`src/rtl/rbi_ring_inject_arb_pkg.sv`:
```
// Shared ring definitions for the ring-bus inject arbiter.
// Contents: slot field widths, OPM class codes, seq field positions,
// default ring slot struct and small OPM/seq decode helpers.
package rbi_ring_inject_arb_pkg;

   localparam int unsigned RBI_ADDR_W = 48;
   localparam int unsigned RBI_DATA_W = 128;
   localparam int unsigned RBI_SEQ_W  = 16;
   localparam int unsigned RBI_OPM_W  = 16;
   localparam int unsigned RBI_NODE_W = 8;
   localparam int unsigned RBI_TAG_W  = 8;
   localparam int unsigned RBI_STAT_W = 32;

   // seq[15:8] carries the node ID, seq[7:0] the requester tag
   localparam int unsigned SEQ_NODE_LSB = 8;
   localparam int unsigned SEQ_TAG_LSB  = 0;

   // OPM low byte codes; opm[7:6] is the class field
   localparam logic [7:0] OPM_EMPTY     = 8'h00;
   localparam logic [1:0] OPM_CLASS_RSP = 2'b01;
   localparam logic [7:0] OPM_LDX       = 8'h81;
   localparam logic [7:0] OPM_STX       = 8'h82;
   localparam logic [7:0] OPM_PFX       = 8'h83;
   localparam logic [7:0] OPM_SPX       = 8'h84;

   // Default-width ring slot payload
   typedef struct packed {
      logic [RBI_SEQ_W-1:0]  seq;
      logic [RBI_OPM_W-1:0]  opm;
      logic [RBI_ADDR_W-1:0] addr;
      logic [RBI_DATA_W-1:0] data;
   } ring_slot_t;

   function automatic logic opm_is_empty(input logic [RBI_OPM_W-1:0] opm);
      return opm[7:0] == OPM_EMPTY;
   endfunction

   function automatic logic opm_is_rsp(input logic [RBI_OPM_W-1:0] opm);
      return opm[7:6] == OPM_CLASS_RSP;
   endfunction

   function automatic logic [RBI_NODE_W-1:0] seq_node(input logic [RBI_SEQ_W-1:0] seq);
      return seq[SEQ_NODE_LSB +: RBI_NODE_W];
   endfunction

endpackage

```
`src/rtl/rbi_inject_rr.sv`:
```
// Two-way round-robin picker for ring injection with starvation override.
// Ports:
//   clock, reset           clock, async active-low reset
//   i_req_a_valid/b_valid  requester pending flags
//   i_slot_free            current slot can take an injection
//   o_grant_a_c/b_c        combinational grant for this cycle
// A requester whose wait counter reached WAIT_MAX beats the pointer; if both
// are saturated A wins. The pointer moves to the loser after every grant.
module rbi_inject_rr
   import rbi_ring_inject_arb_pkg::*;
#(
   parameter int unsigned WAIT_MAX = 15
) (
   input  logic clock,
   input  logic reset,
   input  logic i_req_a_valid,
   input  logic i_req_b_valid,
   input  logic i_slot_free,
   output logic o_grant_a_c,
   output logic o_grant_b_c
);

   localparam int unsigned WAIT_W = $clog2(WAIT_MAX + 1);

   logic [WAIT_W-1:0] r_wait_a;
   logic [WAIT_W-1:0] r_wait_b;
   logic              r_ptr_b;   // 1: B has round-robin priority
   logic              w_sat_a;
   logic              w_sat_b;
   logic              w_pick_a;

   // Winner selection, qualified by slot availability
   always_comb begin
      w_sat_a  = (r_wait_a == WAIT_W'(WAIT_MAX));
      w_sat_b  = (r_wait_b == WAIT_W'(WAIT_MAX));
      w_pick_a = 1'b0;
      if (i_req_a_valid && i_req_b_valid) begin
         if (w_sat_a)      w_pick_a = 1'b1;
         else if (w_sat_b) w_pick_a = 1'b0;
         else              w_pick_a = !r_ptr_b;
      end else begin
         w_pick_a = i_req_a_valid;
      end
      o_grant_a_c = i_slot_free && i_req_a_valid && w_pick_a;
      o_grant_b_c = i_slot_free && i_req_b_valid && !w_pick_a;
   end

   // Pointer and saturating wait counters
   always_ff @(posedge clock or negedge reset) begin
      if (!reset) begin
         r_ptr_b  <= 1'b0;
         r_wait_a <= '0;
         r_wait_b <= '0;
      end else begin
         if (o_grant_a_c)      r_ptr_b <= 1'b1;
         else if (o_grant_b_c) r_ptr_b <= 1'b0;

         if (o_grant_a_c || !i_req_a_valid) r_wait_a <= '0;
         else if (!w_sat_a)                 r_wait_a <= r_wait_a + WAIT_W'(1);

         if (o_grant_b_c || !i_req_b_valid) r_wait_b <= '0;
         else if (!w_sat_b)                 r_wait_b <= r_wait_b + WAIT_W'(1);
      end
   end

endmodule

```
`src/rtl/rbi_ring_inject_arb.sv`:
```
// Ring-bus node controller: one-cycle slot stage that removes responses
// addressed to this node into a held response register and injects local
// requests A/B into empty (or just-emptied) slots.
// Ports:
//   clock, reset                    clock, async active-low reset
//   unitNodeId                      this node's ID
//   ringSeqIn/OpmIn/AddrIn/DataIn   upstream slot
//   ringSeqOut/OpmOut/AddrOut/DataOut  downstream slot (registered)
//   reqA*/reqB*                     local requesters; reqXReady is combinational
//   rspValid/rspReady, rsp*         held response handshake and fields
// Optional feature macro RBI_INJARB_STATS_EN adds statInject/statStall counters.
module rbi_ring_inject_arb
   import rbi_ring_inject_arb_pkg::*;
#(
   parameter int unsigned ADDR_W   = RBI_ADDR_W,
   parameter int unsigned DATA_W   = RBI_DATA_W,
   parameter int unsigned WAIT_MAX = 15
) (
   input  logic                  clock,
   input  logic                  reset,
   input  logic [RBI_NODE_W-1:0] unitNodeId,
   input  logic [RBI_SEQ_W-1:0]  ringSeqIn,
   input  logic [RBI_OPM_W-1:0]  ringOpmIn,
   input  logic [ADDR_W-1:0]     ringAddrIn,
   input  logic [DATA_W-1:0]     ringDataIn,
   output logic [RBI_SEQ_W-1:0]  ringSeqOut,
   output logic [RBI_OPM_W-1:0]  ringOpmOut,
   output logic [ADDR_W-1:0]     ringAddrOut,
   output logic [DATA_W-1:0]     ringDataOut,
   input  logic                  reqAValid,
   output logic                  reqAReady,
   input  logic [RBI_TAG_W-1:0]  reqASeq,
   input  logic [RBI_OPM_W-1:0]  reqAOpm,
   input  logic [ADDR_W-1:0]     reqAAddr,
   input  logic [DATA_W-1:0]     reqAData,
   input  logic                  reqBValid,
   output logic                  reqBReady,
   input  logic [RBI_TAG_W-1:0]  reqBSeq,
   input  logic [RBI_OPM_W-1:0]  reqBOpm,
   input  logic [ADDR_W-1:0]     reqBAddr,
   input  logic [DATA_W-1:0]     reqBData,
   output logic                  rspValid,
   input  logic                  rspReady,
   output logic [RBI_SEQ_W-1:0]  rspSeq,
   output logic [RBI_OPM_W-1:0]  rspOpm,
   output logic [ADDR_W-1:0]     rspAddr,
   output logic [DATA_W-1:0]     rspData
`ifdef RBI_INJARB_STATS_EN
   ,
   output logic [RBI_STAT_W-1:0] statInject,
   output logic [RBI_STAT_W-1:0] statStall
`endif
);

   typedef struct packed {
      logic [RBI_SEQ_W-1:0] seq;
      logic [RBI_OPM_W-1:0] opm;
      logic [ADDR_W-1:0]    addr;
      logic [DATA_W-1:0]    data;
   } slot_t;

   slot_t r_slot;
   slot_t r_rsp;
   logic  r_rsp_valid;

   slot_t w_slot_in;
   slot_t w_slot_nxt;
   logic  w_empty_in;
   logic  w_our_rsp;
   logic  w_capture;
   logic  w_slot_free;
   logic  w_grant_a;
   logic  w_grant_b;

   // Slot classification; a captured response frees its slot this cycle
   always_comb begin
      w_slot_in.seq  = ringSeqIn;
      w_slot_in.opm  = ringOpmIn;
      w_slot_in.addr = ringAddrIn;
      w_slot_in.data = ringDataIn;
      w_empty_in  = opm_is_empty(ringOpmIn);
      w_our_rsp   = opm_is_rsp(ringOpmIn) && (seq_node(ringSeqIn) == unitNodeId);
      w_capture   = w_our_rsp && (!r_rsp_valid || rspReady);
      w_slot_free = w_empty_in || w_capture;
   end

   rbi_inject_rr #(
      .WAIT_MAX (WAIT_MAX)
   ) u_rr (
      .clock         (clock),
      .reset         (reset),
      .i_req_a_valid (reqAValid),
      .i_req_b_valid (reqBValid),
      .i_slot_free   (w_slot_free),
      .o_grant_a_c   (w_grant_a),
      .o_grant_b_c   (w_grant_b)
   );

   assign reqAReady = w_grant_a;
   assign reqBReady = w_grant_b;

   // Next downstream slot: injection, emptied slot, or bit-exact pass-through
   always_comb begin
      w_slot_nxt = w_slot_in;
      if (w_grant_a) begin
         w_slot_nxt.seq  = {unitNodeId, reqASeq};
         w_slot_nxt.opm  = reqAOpm;
         w_slot_nxt.addr = reqAAddr;
         w_slot_nxt.data = reqAData;
      end else if (w_grant_b) begin
         w_slot_nxt.seq  = {unitNodeId, reqBSeq};
         w_slot_nxt.opm  = reqBOpm;
         w_slot_nxt.addr = reqBAddr;
         w_slot_nxt.data = reqBData;
      end else if (w_capture) begin
         w_slot_nxt = '0;
      end
   end

   // Slot stage register
   always_ff @(posedge clock or negedge reset) begin
      if (!reset) r_slot <= '0;
      else        r_slot <= w_slot_nxt;
   end

   // Held response register; accept and capture in one cycle keeps valid high
   always_ff @(posedge clock or negedge reset) begin
      if (!reset) begin
         r_rsp       <= '0;
         r_rsp_valid <= 1'b0;
      end else if (w_capture) begin
         r_rsp       <= w_slot_in;
         r_rsp_valid <= 1'b1;
      end else if (rspReady) begin
         r_rsp_valid <= 1'b0;
      end
   end

   assign ringSeqOut  = r_slot.seq;
   assign ringOpmOut  = r_slot.opm;
   assign ringAddrOut = r_slot.addr;
   assign ringDataOut = r_slot.data;
   assign rspValid    = r_rsp_valid;
   assign rspSeq      = r_rsp.seq;
   assign rspOpm      = r_rsp.opm;
   assign rspAddr     = r_rsp.addr;
   assign rspData     = r_rsp.data;

`ifdef RBI_INJARB_STATS_EN
   logic [RBI_STAT_W-1:0] r_stat_inject;
   logic [RBI_STAT_W-1:0] r_stat_stall;

   // Injection and stall counters, wrapping modulo 2^32
   always_ff @(posedge clock or negedge reset) begin
      if (!reset) begin
         r_stat_inject <= '0;
         r_stat_stall  <= '0;
      end else begin
         if (w_grant_a || w_grant_b)
            r_stat_inject <= r_stat_inject + RBI_STAT_W'(1);
         if ((reqAValid || reqBValid) && !(w_grant_a || w_grant_b))
            r_stat_stall <= r_stat_stall + RBI_STAT_W'(1);
      end
   end

   assign statInject = r_stat_inject;
   assign statStall  = r_stat_stall;
`endif

endmodule

```
`config.mk`:
```
export PLATFORM = sky130hd
export DESIGN_NAME = rbi_ring_inject_arb
export DESIGN_NICKNAME = d
export VERILOG_FILES = /design/src/rtl/rbi_ring_inject_arb_pkg.sv /design/src/rtl/rbi_inject_rr.sv /design/src/rtl/rbi_ring_inject_arb.sv
export SDC_FILE = /design/constraint.sdc
export NUM_CORES = 1
export LEC_CHECK = 0
export ABC_AREA = 1
export CELL_PAD_IN_SITES_DETAIL_PLACEMENT = 1
export CELL_PAD_IN_SITES_GLOBAL_PLACEMENT = 1
export CORE_AREA = 2 2 410 412
export DETAILED_ROUTE_END_ITERATION = 16
export DIE_AREA = 0 0 412 414
export GPL_ROUTABILITY_DRIVEN = 0
export PLACE_DENSITY_LB_ADDON = 0.3
export REMOVE_ABC_BUFFERS = 1
export SLEW_MARGIN = 5
export SYNTH_ARGS = -nofsm -noshare
export SYNTH_HDL_FRONTEND = slang
export SYNTH_HIERARCHICAL = 1
export SYNTH_SLANG_ARGS = --single-unit
```
`constraint.sdc`:
```
create_clock -name clock -period 2.85 [get_ports clock]
set_input_delay 0.57 -clock clock [delete_from_list [all_inputs] [get_ports clock]]
set_output_delay 0.57 -clock clock [all_outputs]
set_load 0.03 [all_outputs]
```
Word level (Yosys, flattened, before mapping)
Index checks and enable logic that the tools add are counted.
- flip-flop bits (word level): 426
- output and inout bits: 419
- logic and storage cells: 53
- add/sub/neg operators: 2
- equality and inequality tests: 6
- multiplexer cells: 14
- reduce and logical (&&, ||, !) cells: 19
- operators with widths (cell ; number):
    208-bit 2-to-1 mux ; 3
    4-bit 2-to-1 mux ; 4
    4-bit by 1-bit adder with 4-bit output, second input constant ; 2
    4-bit equality test, second input constant ; 2
    8-bit equality test ; 1
    8-bit zero test ; 1
    1-bit logical AND ; 7
    1-bit 2-to-1 mux ; 7
    1-bit zero test ; 5
    1-bit logical OR ; 4
    2-bit != test, second input constant ; 2
    2-bit nonzero test ; 2
    2-bit by 1-bit equality test with 1-bit output, second input constant ; 1

Logic depth before layout (Yosys ltp)
Gate-level depths: netlist (run 1).
- word-level depth: 8
- mapped depth: 20

Modules after synthesis
The synthesis (run 1) kept the hierarchy.
- modules (own cells, without submodules) (module ; instances ; cells each ; area an instance (µm²)):
    rbi_ring_inject_arb ; 1 ; 2260 ; 19344.8
    rbi_inject_rr ; 1 ; 60 ; 488.0

Least setup slack after synthesis (run 1)
No wires, ideal clock.
- kind: input to register
- from: input ringOpmIn[6]
- to: register r_slot (netlist bit ringAddrOut[0])
- setup time: 0.077 ns
- arrival time: 3.067 ns
- slack: -0.295 ns
- cell stages on the path: 17
- path buffers: 5
- cell sequence: inv_1 nor2_1 nand2_1 nor2_1 nand2_1 nor2_2 nand3_4 buf_6 buf_6 o41ai_1 inv_1 nor2_1 clkbuf_1 clkbuf_1 clkbuf_1 a21oi_1 a21oi_1
- RTL lines (item ; RTL line ; text):
    from (decl) ; rbi_ring_inject_arb.sv:23 ; input logic [RBI_OPM_W-1:0] ringOpmIn,
    to (signal assigned) ; rbi_ring_inject_arb.sv:123 ; else r_slot <= w_slot_nxt;
    to (decl) ; rbi_ring_inject_arb.sv:62 ; slot_t r_slot;

Worst setup path after layout (run 1)
- from: input unitNodeId[7]
- to: output reqAReady
- word-level cells in the longest chain between the ends: 6
- ends and longest elaborated chain (item ; RTL line ; text):
    from (decl) ; rbi_ring_inject_arb.sv:21 ; input logic [RBI_NODE_W-1:0] unitNodeId,
    8-bit equality test ; rbi_ring_inject_arb.sv:82 ; w_our_rsp = opm_is_rsp(ringOpmIn) && (seq_node(ringSeqIn) == unitNodeId);
    1-bit logical AND ; rbi_ring_inject_arb.sv:82 ;
    1-bit logical AND ; rbi_ring_inject_arb.sv:83 ; w_capture = w_our_rsp && (!r_rsp_valid || rspReady);
    1-bit logical OR ; rbi_ring_inject_arb.sv:84 ; w_slot_free = w_empty_in || w_capture;
    named net w_slot_free ; rbi_ring_inject_arb.sv:71 ; logic w_slot_free;
    1-bit logical AND (2 in a row) ; rbi_inject_rr.sv:44 ; o_grant_a_c = i_slot_free && i_req_a_valid && w_pick_a;
    to (decl) ; rbi_ring_inject_arb.sv:31 ; output logic reqAReady,
The timed path passes the listed nets, and every way through them passes these cells.

==> flow_summary.toml, run 1 <==
[outcome]
status = "complete, no violations"

[setup_path]
end_kind = "output pin"
rr_worst_depth = 14
worst_ep_required_time_ns = 2.28
critPathLaunchType = "input pin"
r2r_start = "u_rr/r_wait_a[0]"
r2r_slack_ns = 0.29
rr_endpoint = "ringSeqOut[12]"
crit_type = "in -> out"
arrival_ns = 2.14
crit_fanout = 2

[yosys]
yosysTopAreaCell = "dfrtp_1"
netlist_top_cells_count = "nand2_1, dfrtp_1, nor2_1"
synthMuxAreaShare = 0
yosys-top-cells-area = "dfrtp_1, a21oi_1, nand2_1"
yosysWarnings = 6
yosysUniqueCellTypes = 25
ys_seq_elements = 426
postSynth.asyncResetShare = 1.00
synth-xor-area-share = 0.00132
yosys.area.top_type_share = 0.538
synth_compound_area_frac = 0.192
syn-instance-count = 2320
yosys.area_share.simple = 0.169
avgSynthCellArea_um2 = 8.55
synth_edf_count = 0
synth-adder-area-share = 0.00126
synth-seq-area-share = 0.538
synth_area_mm2 = 0.0198
ys.flop_type = "dfrtp_1"
synth.most_common_cell = "nand2_1"
synth_top_family_by_area = "compound AO/OA/AOI/OAI gates"

[cts]
htree_levels = 2
clockBufferDepth = 3
cts_tree = "built"
ctsRootBufferMaster = "clkbuf_16"
cts.sinks = 426
clk_pin_slew_ns = 0.06
clock_latency_ns = 0.66
cts_made_buffers = 59

[placed_design]
port_buffers = 1039
dp_hpwl_um = 95700
place_ws_ns = -0.524
place_area_mm2 = 0.0337
place_inst = 5584

[drt]
via_per_inst = 3.57
wl_per_cell_um = 20.9
drtPass1Iterations = 4
wirelength_um = 119000
drcViolationCount = 0
ant_nets = 0
num_vias = 20400
drt_iter0_markers = 834

[global_routing]
grt_pass1_vias = 22100
grt_max_degree = 116
gr-total-overflow = 0
grt_usage = 0.135
grt_first_pass_wirelength_um = 167000
grt_use_met1 = 0.156
grt_antenna_before_repair = 24
busiest_layer = "met2"
met2_usage = 0.236
gr-usage-met3 = 0.0430

[hold_path]
worstHoldStart = "unitNodeId[4]"
whs_path_depth = 3
hold_path_end = "ringSeqOut[12]"
hold_path.class = "in -> reg"

[power_and_ir_drop]
power_mw = 18.1
p_per_area_mw_per_mm2 = 506
ir_drop_mv = 0.415
leakagePower_nw = 16.0

[floorplan]
io_pins = 1040
std_cell_rows = 150
die_area_mm2 = 0.171
initial_utilization = 0.119
core_area_mm2 = 0.166
dieHeight_um = 414
die_w_um = 412

[timing]
finalHoldViolations = 0
fin_crit_ns = 2.71
max_slew.worst_pin.slew_ns = 0.728
finalMaxSlewViolations = 0
fin_crit_sh = 0.950
clock_skew_ns = 0.0299
relSlewSlack = 0.515
finalWorstSetupSlack_ns = 0.143
fin_hold_ws_ns = 0.236
rsz0062_at_grt = "false"
setup_viol_count_final = 0
fmax_mhz = 369

[cells_and_area]
syn_to_final_growth_pct = 80.4
final_layout_size_suffix_gt1_frac = 0.140
nets = 4072
final_cell_count_no_fill = 5709
final_area_mm2 = 0.0358

[job]
maxCapViolCount = 0
## how the worst max path moves through the flow
| stage | start | end | slack [ns] | cells past startpoint |
|---|---|---|---|---|
| 2_1_floorplan | ringOpmIn[6] | ringAddrOut[0] | -17.74 | 13 |
| 3_3_place_gp | ringSeqIn[12] | ringSeqOut[4] | -0.49 | 17 |
| 3_5_place_dp | ringSeqIn[12] | ringSeqOut[4] | -0.52 | 17 |
| 4_1_cts | unitNodeId[4] | reqBReady | 0.004 | 14 |
| 5_1_grt | u_rr/r_wait_a[0] | reqAReady | 0.009 | 9 |
| 6_report | unitNodeId[7] | reqAReady | 0.14 | 10 |
## cell families (layout without fill, tap and decap cells)
family / Yosys count / in the layout
xor+xnor: 3 / 3
buf+inv: 387 / 1562
compound gates: 625 / 625
other cells: 0 / 10
flops: 426 / 426
simple gates: 877 / 877
fa+ha+maj: 2 / 2
## area by class of cell
type / instances / area (µm²)
fillers: 19500 / 130000
diodes: 10 / 25.0
inverters: 228 / 876
repair buffers: 1227 / 12200
multi-input cells: 1507 / 7280
flip-flops and latches: 426 / 10700
clock inverters: 18 / 233
clock buffers: 89 / 1740
well taps: 2204 / 2760
## power by group
group          total [mW]  internal, mW  leakage (nW)  switching [mW]
clock network        7.74          4.62         0.973            3.11
registers            6.66          6.44          5.41           0.216
logic                3.72          1.73          9.58            1.99
total                18.1          12.8          16.0            5.32
## cells in the final DEF, fill, tap and decap left out, drive strengths merged, types with 13 or more instances in the layout
cell type      instances
a21oi                404
buf                  190
clkbuf                89
clkdlybuf4s50       1020
dfrtp                426
inv                  231
nand2                443
nand3                 13
nor2                 416
o21ai                217
## routing by layer
layer	share of wire	vias to the layer above	wire length, µm
met5	0.00094	-	112
li1	-	9602	-
met3	0.076	156	9080
met1	0.40	9963	47200
met2	0.50	664	59400
met4	0.030	18	3550
## registers in the layout, indices dropped and copies added, names as in the netlist
register / flops
ringAddrOut: 48
ringDataOut: 128
ringOpmOut: 16
ringSeqOut: 16
rspAddr: 48
rspData: 128
rspOpm: 16
rspSeq: 16
rspValid: 1
u_rr/r_ptr_b: 1
u_rr/r_wait_a: 4
u_rr/r_wait_b: 4
## stage by stage
| step | utilization | TNS, ns |
|---|---|---|
| 6_report | 0.215 | 0 |
| 4_1_cts | 0.215 | 0 |
| 3_5_place_dp | 0.202 | -85.18 |
| 3_3_place_gp | 0.202 | -85.45 |
| 2_1_floorplan | - | -4408.16 |
| 5_1_grt | 0.215 | 0 |
## critical path, cell delays in order
cell and delay, ns:
clkdlybuf4s50_1 0.44, xor2_1 0.18, nor2_2 0.16, buf_6 0.13, nand3_4 0.08, o41ai_4 0.07, inv_2 0.10, nor2_4 0.16
buf_6 0.13, buf_8 0.13
## what timing repair did
action / in CTS / in global routing
hold buffers: 1 / 0
gates resized for setup: 34 / 8
pin swaps: 11 / 7
setup buffers: 7 / 2
endpoints found under the hold margin: 31 / 0
setup endpoints to repair: 2 / 37
Power figures use the tool's default switching activity.
==> inputs of run 2 (changes only) <==
--- a/config.mk
+++ b/config.mk
@@ -12,6 +12,7 @@
 export DETAILED_ROUTE_END_ITERATION = 16
 export DIE_AREA = 0 0 412 414
 export GPL_ROUTABILITY_DRIVEN = 0
+export HOLD_SLACK_MARGIN = 0.02
 export PLACE_DENSITY_LB_ADDON = 0.3
 export REMOVE_ABC_BUFFERS = 1
 export SLEW_MARGIN = 5
==> results of run 2 <==
Same layout as run 1: the final DEF is identical, and so are final timing and power.
